`src/rtl/dmem_lsu_pkg.sv`:
```
// Shared types and helpers for the data-memory load/store unit.
// Size encodings, FSM states and lane/strobe/alignment helpers.
package dmem_lsu_pkg;

    typedef enum logic [1:0] {
        SIZE_B   = 2'b00,
        SIZE_H   = 2'b01,
        SIZE_W   = 2'b10,
        SIZE_RSV = 2'b11
    } size_e;

    typedef enum logic [1:0] {
        S_IDLE = 2'b00,
        S_BUS  = 2'b01,
        S_RESP = 2'b10
    } state_e;

    // Load formatting context kept for the duration of a transfer
    typedef struct packed {
        size_e      size;
        logic       sgn;
        logic [1:0] off;
    } ld_ctx_t;

    function automatic logic is_aligned(
        input size_e      s,
        input logic [1:0] off
    );
        logic ok;
        ok = 1'b0;
        case (s)
            SIZE_B:  ok = 1'b1;
            SIZE_H:  ok = ~off[0];
            SIZE_W:  ok = (off == 2'b00);
            default: ok = 1'b0;
        endcase
        return ok;
    endfunction

    function automatic logic [3:0] strb_of(
        input size_e      s,
        input logic [1:0] off
    );
        logic [3:0] st;
        st = 4'b1111;
        case (s)
            SIZE_B:  st = 4'b0001 << off;
            SIZE_H:  st = 4'b0011 << {off[1], 1'b0};
            default: st = 4'b1111;
        endcase
        return st;
    endfunction

    function automatic logic [31:0] wdata_of(
        input size_e       s,
        input logic [31:0] d
    );
        logic [31:0] w;
        w = d;
        case (s)
            SIZE_B:  w = {4{d[7:0]}};
            SIZE_H:  w = {2{d[15:0]}};
            default: w = d;
        endcase
        return w;
    endfunction

endpackage

```
`src/rtl/dmem_lsu_if.sv`:
```
// Core request / data bus bundle for the load/store unit.
// master = core + memory side, slave = the load/store unit.
interface dmem_lsu_if;
    logic        req_valid;
    logic        req_we;
    logic [1:0]  req_size;
    logic        req_signed;
    logic [31:0] req_addr;
    logic [31:0] req_wdata;
    logic        stall;
    logic [31:0] rdata;
    logic        rdata_valid;
    logic        misaligned;
    logic        bus_err;
    logic        mem_valid;
    logic        mem_we;
    logic [31:0] mem_addr;
    logic [3:0]  mem_wstrb;
    logic [31:0] mem_wdata;
    logic        mem_ready;
    logic [31:0] mem_rdata;

    modport master (
        output req_valid, req_we, req_size, req_signed,
        output req_addr, req_wdata, mem_ready, mem_rdata,
        input  stall, rdata, rdata_valid, misaligned,
        input  bus_err, mem_valid, mem_we, mem_addr,
        input  mem_wstrb, mem_wdata
    );

    modport slave (
        input  req_valid, req_we, req_size, req_signed,
        input  req_addr, req_wdata, mem_ready, mem_rdata,
        output stall, rdata, rdata_valid, misaligned,
        output bus_err, mem_valid, mem_we, mem_addr,
        output mem_wstrb, mem_wdata
    );
endinterface

```
`src/rtl/dmem_load_format.sv`:
```
// Load data formatter: picks the addressed lane out of the bus
// word and sign/zero-extends byte and half loads to 32 bits.
module dmem_load_format
    import dmem_lsu_pkg::*;
(
    input  logic [31:0] word_i,
    input  logic [1:0]  off_i,
    input  size_e       size_i,
    input  logic        signed_i,
    output logic [31:0] data_o
);

    logic [31:0] lane;

    // Lane select then extension by access size
    always_comb begin
        lane   = word_i >> {off_i, 3'b000};
        data_o = word_i;
        case (size_i)
            SIZE_B: data_o = {{24{signed_i & lane[7]}},
                              lane[7:0]};
            SIZE_H: data_o = {{16{signed_i & lane[15]}},
                              lane[15:0]};
            default: data_o = word_i;
        endcase
    end

endmodule

```
`src/rtl/dmem_lsu.sv`:
```
// Data-memory load/store unit: aligns core accesses onto a word
// bus with strobes, stalls until ack/timeout, returns load data.
module dmem_lsu
    import dmem_lsu_pkg::*;
#(
    parameter int unsigned TIMEOUT_CYCLES = 255
) (
    input logic       clk,
    input logic       rst,
    dmem_lsu_if.slave bus
);

    localparam int CW = $clog2(TIMEOUT_CYCLES + 2);

    state_e      state_q;
    logic [CW-1:0] cnt_q;
    logic [CW-1:0] cnt_d;
    ld_ctx_t     ctx_q;
    logic        mem_valid_q;
    logic        mem_we_q;
    logic [31:0] mem_addr_q;
    logic [3:0]  mem_wstrb_q;
    logic [31:0] mem_wdata_q;
    logic [31:0] rdata_q;
    logic        rdata_valid_q;
    logic        misaligned_q;
    logic        bus_err_q;

    size_e       req_size;
    logic        aligned;
    logic        expire;
    logic [31:0] load_data;

    assign req_size = size_e'(bus.req_size);
    assign aligned  = is_aligned(req_size, bus.req_addr[1:0]);
    assign cnt_d    = cnt_q + 1'b1;
    assign expire   = (TIMEOUT_CYCLES != 0) &&
                      (cnt_q == CW'(TIMEOUT_CYCLES - 1));

    dmem_load_format u_fmt (
        .word_i   (bus.mem_rdata),
        .off_i    (ctx_q.off),
        .size_i   (ctx_q.size),
        .signed_i (ctx_q.sgn),
        .data_o   (load_data)
    );

    // Transfer FSM with timeout counter and registered bus outputs
    always_ff @(posedge clk) begin
        if (rst) begin
            state_q       <= S_IDLE;
            cnt_q         <= '0;
            ctx_q         <= '0;
            mem_valid_q   <= 1'b0;
            mem_we_q      <= 1'b0;
            mem_addr_q    <= '0;
            mem_wstrb_q   <= '0;
            mem_wdata_q   <= '0;
            rdata_q       <= '0;
            rdata_valid_q <= 1'b0;
            misaligned_q  <= 1'b0;
            bus_err_q     <= 1'b0;
        end else begin
            rdata_valid_q <= 1'b0;
            misaligned_q  <= 1'b0;
            bus_err_q     <= 1'b0;
            case (state_q)
                S_IDLE: begin
                    cnt_q <= '0;
                    if (bus.req_valid && aligned) begin
                        ctx_q.size  <= req_size;
                        ctx_q.sgn   <= bus.req_signed;
                        ctx_q.off   <= bus.req_addr[1:0];
                        mem_valid_q <= 1'b1;
                        mem_we_q    <= bus.req_we;
                        mem_addr_q  <= {bus.req_addr[31:2], 2'b00};
                        mem_wstrb_q <= bus.req_we ?
                            strb_of(req_size, bus.req_addr[1:0]) :
                            4'b0000;
                        mem_wdata_q <= wdata_of(req_size,
                                                bus.req_wdata);
                        state_q     <= S_BUS;
                    end else if (bus.req_valid) begin
                        misaligned_q <= 1'b1;
                        rdata_q      <= '0;
                    end
                end
                S_BUS: begin
                    cnt_q <= cnt_d;
                    if (bus.mem_ready) begin
                        mem_valid_q   <= 1'b0;
                        rdata_valid_q <= 1'b1;
                        if (!mem_we_q) begin
                            rdata_q <= load_data;
                        end
                        state_q <= S_RESP;
                    end else if (expire) begin
                        mem_valid_q   <= 1'b0;
                        rdata_valid_q <= 1'b1;
                        bus_err_q     <= 1'b1;
                        rdata_q       <= '0;
                        state_q       <= S_RESP;
                    end
                end
                S_RESP: begin
                    state_q <= S_IDLE;
                end
                default: begin
                    state_q <= S_IDLE;
                end
            endcase
        end
    end

    assign bus.stall = ((state_q == S_IDLE) &&
                        bus.req_valid && aligned) ||
                       (state_q == S_BUS);

    assign bus.rdata       = rdata_q;
    assign bus.rdata_valid = rdata_valid_q;
    assign bus.misaligned  = misaligned_q;
    assign bus.bus_err     = bus_err_q;
    assign bus.mem_valid   = mem_valid_q;
    assign bus.mem_we      = mem_we_q;
    assign bus.mem_addr    = mem_addr_q;
    assign bus.mem_wstrb   = mem_wstrb_q;
    assign bus.mem_wdata   = mem_wdata_q;

endmodule

```
`src/flat_wrapper.sv`:
```
// flat-port wrapper written by rule: the top's interface ports become plain ports
module dmem_lsu_flat import dmem_lsu_pkg::*;
#(
    parameter int unsigned TIMEOUT_CYCLES = 255
)
  (clk, rst, bus_req_valid, bus_req_we, bus_req_size, bus_req_signed, bus_req_addr, bus_req_wdata, bus_mem_ready, bus_mem_rdata, bus_stall, bus_rdata, bus_rdata_valid, bus_misaligned, bus_bus_err, bus_mem_valid, bus_mem_we, bus_mem_addr, bus_mem_wstrb, bus_mem_wdata);
  dmem_lsu_if bus_i ();
  input logic clk;
  input logic rst;
  input wire logic [$bits(bus_i.req_valid)-1:0] bus_req_valid;
  input wire logic [$bits(bus_i.req_we)-1:0] bus_req_we;
  input wire logic [$bits(bus_i.req_size)-1:0] bus_req_size;
  input wire logic [$bits(bus_i.req_signed)-1:0] bus_req_signed;
  input wire logic [$bits(bus_i.req_addr)-1:0] bus_req_addr;
  input wire logic [$bits(bus_i.req_wdata)-1:0] bus_req_wdata;
  input wire logic [$bits(bus_i.mem_ready)-1:0] bus_mem_ready;
  input wire logic [$bits(bus_i.mem_rdata)-1:0] bus_mem_rdata;
  output wire logic [$bits(bus_i.stall)-1:0] bus_stall;
  output wire logic [$bits(bus_i.rdata)-1:0] bus_rdata;
  output wire logic [$bits(bus_i.rdata_valid)-1:0] bus_rdata_valid;
  output wire logic [$bits(bus_i.misaligned)-1:0] bus_misaligned;
  output wire logic [$bits(bus_i.bus_err)-1:0] bus_bus_err;
  output wire logic [$bits(bus_i.mem_valid)-1:0] bus_mem_valid;
  output wire logic [$bits(bus_i.mem_we)-1:0] bus_mem_we;
  output wire logic [$bits(bus_i.mem_addr)-1:0] bus_mem_addr;
  output wire logic [$bits(bus_i.mem_wstrb)-1:0] bus_mem_wstrb;
  output wire logic [$bits(bus_i.mem_wdata)-1:0] bus_mem_wdata;
  assign bus_i.req_valid = bus_req_valid;
  assign bus_i.req_we = bus_req_we;
  assign bus_i.req_size = bus_req_size;
  assign bus_i.req_signed = bus_req_signed;
  assign bus_i.req_addr = bus_req_addr;
  assign bus_i.req_wdata = bus_req_wdata;
  assign bus_i.mem_ready = bus_mem_ready;
  assign bus_i.mem_rdata = bus_mem_rdata;
  assign bus_stall = bus_i.stall;
  assign bus_rdata = bus_i.rdata;
  assign bus_rdata_valid = bus_i.rdata_valid;
  assign bus_misaligned = bus_i.misaligned;
  assign bus_bus_err = bus_i.bus_err;
  assign bus_mem_valid = bus_i.mem_valid;
  assign bus_mem_we = bus_i.mem_we;
  assign bus_mem_addr = bus_i.mem_addr;
  assign bus_mem_wstrb = bus_i.mem_wstrb;
  assign bus_mem_wdata = bus_i.mem_wdata;
  dmem_lsu #(.TIMEOUT_CYCLES(TIMEOUT_CYCLES)) u_core (.clk(clk), .rst(rst), .bus(bus_i));
endmodule
```
`config.mk`:
```
export PLATFORM = sky130hd
export DESIGN_NAME = dmem_lsu_flat
export DESIGN_NICKNAME = d
export VERILOG_FILES = /design/src/rtl/dmem_lsu_pkg.sv /design/src/rtl/dmem_lsu_if.sv /design/src/rtl/dmem_load_format.sv /design/src/rtl/dmem_lsu.sv /design/src/flat_wrapper.sv
export SDC_FILE = /design/constraint.sdc
export NUM_CORES = 1
export LEC_CHECK = 0
export ABC_AREA = 1
export CAP_MARGIN = 20
export CELL_PAD_IN_SITES_DETAIL_PLACEMENT = 1
export CELL_PAD_IN_SITES_GLOBAL_PLACEMENT = 1
export CORE_MARGIN = 4
export CORE_UTILIZATION = 32
export CTS_CLUSTER_SIZE = 28
export DETAILED_ROUTE_END_ITERATION = 16
export PLACE_DENSITY = 0.91
export SYNTH_ARGS = -nofsm -noshare
export SYNTH_HDL_FRONTEND = slang
export SYNTH_SLANG_ARGS = --single-unit
```
`constraint.sdc`:
```
create_clock -name clk -period 2.2 [get_ports clk]
set_input_delay 0.44 -clock clk [delete_from_list [all_inputs] [get_ports clk]]
set_output_delay 0.44 -clock clk [all_outputs]
set_load 0.02 [all_outputs]
```
==> out/results.txt <==
Critical-path cell list: clkdlybuf4s50_1 > nor2_1 > nand2_1 > nand2_1 > nand2_2 > nand2_1 > clkdlybuf4s15_2
Number of remaining DRC errors: 0
H-tree depth: 4
Total Power: 6.176 mW
Vias in the first global route: 6470
Clk_skew: 0.007368 ns
FMAX: 476.9 MHz
Share of the synthesized area in the top cell type: 43.89%
Unique masters post-synth: 33
Beginning of the critical path: bus_req_addr[0]
Filler cells: 2081
Io pins: 210
Hold-fix buffers at CTS: 0
RR Startpoint: u_core.state_q[1]
Final Setup Violations: 0
Worst vdd ir: 565.6 µV
Yosys top cell by area: dfxtp_1
Post-DP HPWL: 14.63 mm
Die Span X: 138.2 µm
# nets final: 1102
Syn avg cell area: 6.827 µm²
Die Span Y: 138.2 µm
Part of the Yosys area used for sequential elements: 43.89%
Gpl congestion: 0.8246
Mapped Area: 0.005428 mm²
Clock network power share: 43.4%
Clock root buffer: clkbuf_16
Routed vias: 6073
Synthesis-stage register bit count: 119
Critical Path RT: 1.76 ns
RSZ-0062 raised after global routing: false
Worst skew pair latency: 0.42 ns
Fin Setup TNS: 0 ns
Crit Path Class: in2out
Final ANT Viol Nets: 0
Layout cell share with drive strength beyond 1: 9.217%
Final Hold Fails: 0
EDFF count, synth: 0
Post-route clock period utilization: 95.32%
Port-buffer cells: 207
Clock sinks: 119
Drt pass-1 iters: 4
Gr usage total: 21.56%
WL/cell: 17.08 µm
Die Footprint: 0.01911 mm²
Starting Density: 32.73%
CTS buffer count: 17
R2r endpoint: u_core.bus.rdata[5]
Max incr delay on CP: 0.44 ns
Net Sw Power: 1.816 mW
Worst-Margin Slew: 0.7481 ns
First-pass GRT wire length: 33.49 mm
Antenna cells: 0
Critical path arrival: 1.66 ns
Via density per instance: 4.941
CTS max path bufs: 2
Total wire length: 20.99 mm
1st-iter DRT viols: 188
Synth async-reset ratio: 0%
Ys flop type: dfxtp_1
Worst reg2reg path depth: 9
Synth top area cells: dfxtp_1, nand2_1, nor2_1
Synth Warn #: 0
Slew headroom: 50.07%
Comb pwr share: 18.8%
Core region area: 0.01658 mm²
Syn Inst Count: 795
Initial antenna violation count: 0
Rows: 47
Commonest non-fill, non-tap cell in the layout: nand2_1
Clk slew on worst S/H paths: 0.06 ns
Status: completed
Most frequent cells in the layout: nand2_1, clkdlybuf4s50_1, nor2_1
Sw Share: 29.40%
Min-Delay Path Class: in2reg
Most used cell along the critical path: nand2_1
Power per cell area: 740.5 mW/mm²
Grt ovf: 0
FF-to-FF setup slack: 0.22 ns
CP max-delay cell: clkdlybuf4s50_1
Leakage Power: 3.363 nW
Crit path time final: 2.097 ns
CP max FO: 3
TritonCTS clock tree: built
Crit. End Element: output pin
Worst Setup EP: bus_stall
Syn-to-layout area delta: 53.67%
Cell Int Power: 4.360 mW
Pin count of the biggest net entering global routing: 75
Max cap viols: 0
Setup crit start kind: input pin
Sequential Power Share: 37.8%
Final max-slew violation count: 0
==> layout make-up <==
type | instances | area, µm² | area share, %
Tap cell | 220 | 275.3 | 3.300
Clock inverter | 15 | 145.1 | 1.740
Sequential cell | 119 | 2382 | 28.56
Clock buffer | 17 | 425.4 | 5.101
Inverter | 42 | 160.2 | 1.920
Timing Repair Buffer | 230 | 2318 | 27.80
Multi-Input combinational cell | 586 | 2634 | 31.58
==> synth_stat cells (2+ instances only) <==
cell	count
nand2_1	224
nor2_1	128
dfxtp_1	119
a21oi_1	72
o21ai_0	66
inv_1	36
nand3_1	22
or2_2	20
buf_2	19
clkbuf_1	18
o211ai_1	10
a31oi_1	9
buf_4	8
nand4_1	8
o21ai_1	6
inv_2	5
buf_6	3
nor4_1	3
ha_1	2
nand2_2	2
nand2_4	2
nand3_2	2
==> critical path, delay by kind of cell <==
kind / cells / cell delay [ns]
buffers and inverters: 2 / 0.71
AND/OR/NAND/NOR: 5 / 0.50
==> registers in the layout (all words and copies together) (netlist names) <==
signal	flops
u_core.bus.bus_err	1
u_core.bus.mem_addr	30
u_core.bus.mem_valid	1
u_core.bus.mem_wdata	32
u_core.bus.mem_we	1
u_core.bus.mem_wstrb	4
u_core.bus.misaligned	1
u_core.bus.rdata	32
u_core.bus.rdata_valid	1
u_core.cnt_q	9
u_core.ctx_q	5
u_core.state_q	2
==> how the worst min path moves through the flow <==
| stage | startpoint | to | slack, ns | depth (start not counted) |
|---|---|---|---|---|
| detailed placement | u_core.bus.rdata[2] | u_core.bus.rdata[2] | 0.46 | 2 |
| floorplan | u_core.cnt_q[8] | u_core.cnt_q[8] | 0.44 | 2 |
| CTS | rst | u_core.bus.rdata[12] | 0.43 | 3 |
| global route | rst | u_core.bus.rdata[12] | 0.46 | 3 |
| global placement | u_core.bus.rdata[2] | u_core.bus.rdata[2] | 0.45 | 2 |
| finish | rst | u_core.ctx_q[2] | 0.44 | 4 |
==> per-layer routing <==
metal  vias to the layer above  track usage, %  wire length (µm)
met5                         -               0                 0
met4                         0           8.476               709
met3                        56           7.424              1387
met2                       185           37.98             10520
met1                      2870           23.87              8368
li1                       2962               -                 -
==> cells by family (layout without fill, tap and decap cells) <==
group                      after synthesis  count (layout)  share of synthesized area [%]
AOI/OAI and AO/OA                      166             166                          16.14
buffers and inverters                   91             304                          7.745
and+or+nand+nor                        415             415                          31.54
DFF                                    119             119                          43.89
adders and majority gates                2               2                         0.4610
xor gates and xnor gates                 1               1                         0.1614
other                                    1               2                        0.06909
==> per-stage QoR <==
step	hold slack [ns]	cells	util, %	setup WS [ns]	instance area, µm²
floorplan	0.4436	796	-	0.3992	5431
global placement	0.4525	1195	46.65	-0.5177	7736
detailed placement	0.4565	1195	46.65	-0.6931	7736
CTS	0.4273	1227	50.14	-0.008334	8315
global route	0.4550	1229	50.29	0.01282	8341
finish	0.4401	1229	50.29	0.1029	8341
==> what timing repair did <==
action	CTS	global route
resized for setup	5	3
setup endpoints to repair	35	29
setup buffers	0	2
==> power groups by stage <==
stage / sequential [mW] / clock (mW) / combinational, mW
6_report: 2.33 / 2.68 / 1.16
5_1_grt: 2.34 / 2.83 / 1.26
4_1_cts: 2.33 / 2.74 / 1.16
3_5_place_dp: 2.37 / 0 / 1.14
3_3_place_gp: 2.37 / 0 / 1.12
2_1_floorplan: 2.48 / 0 / 0.460
Note: power is estimated with default switching activity, not from simulation.
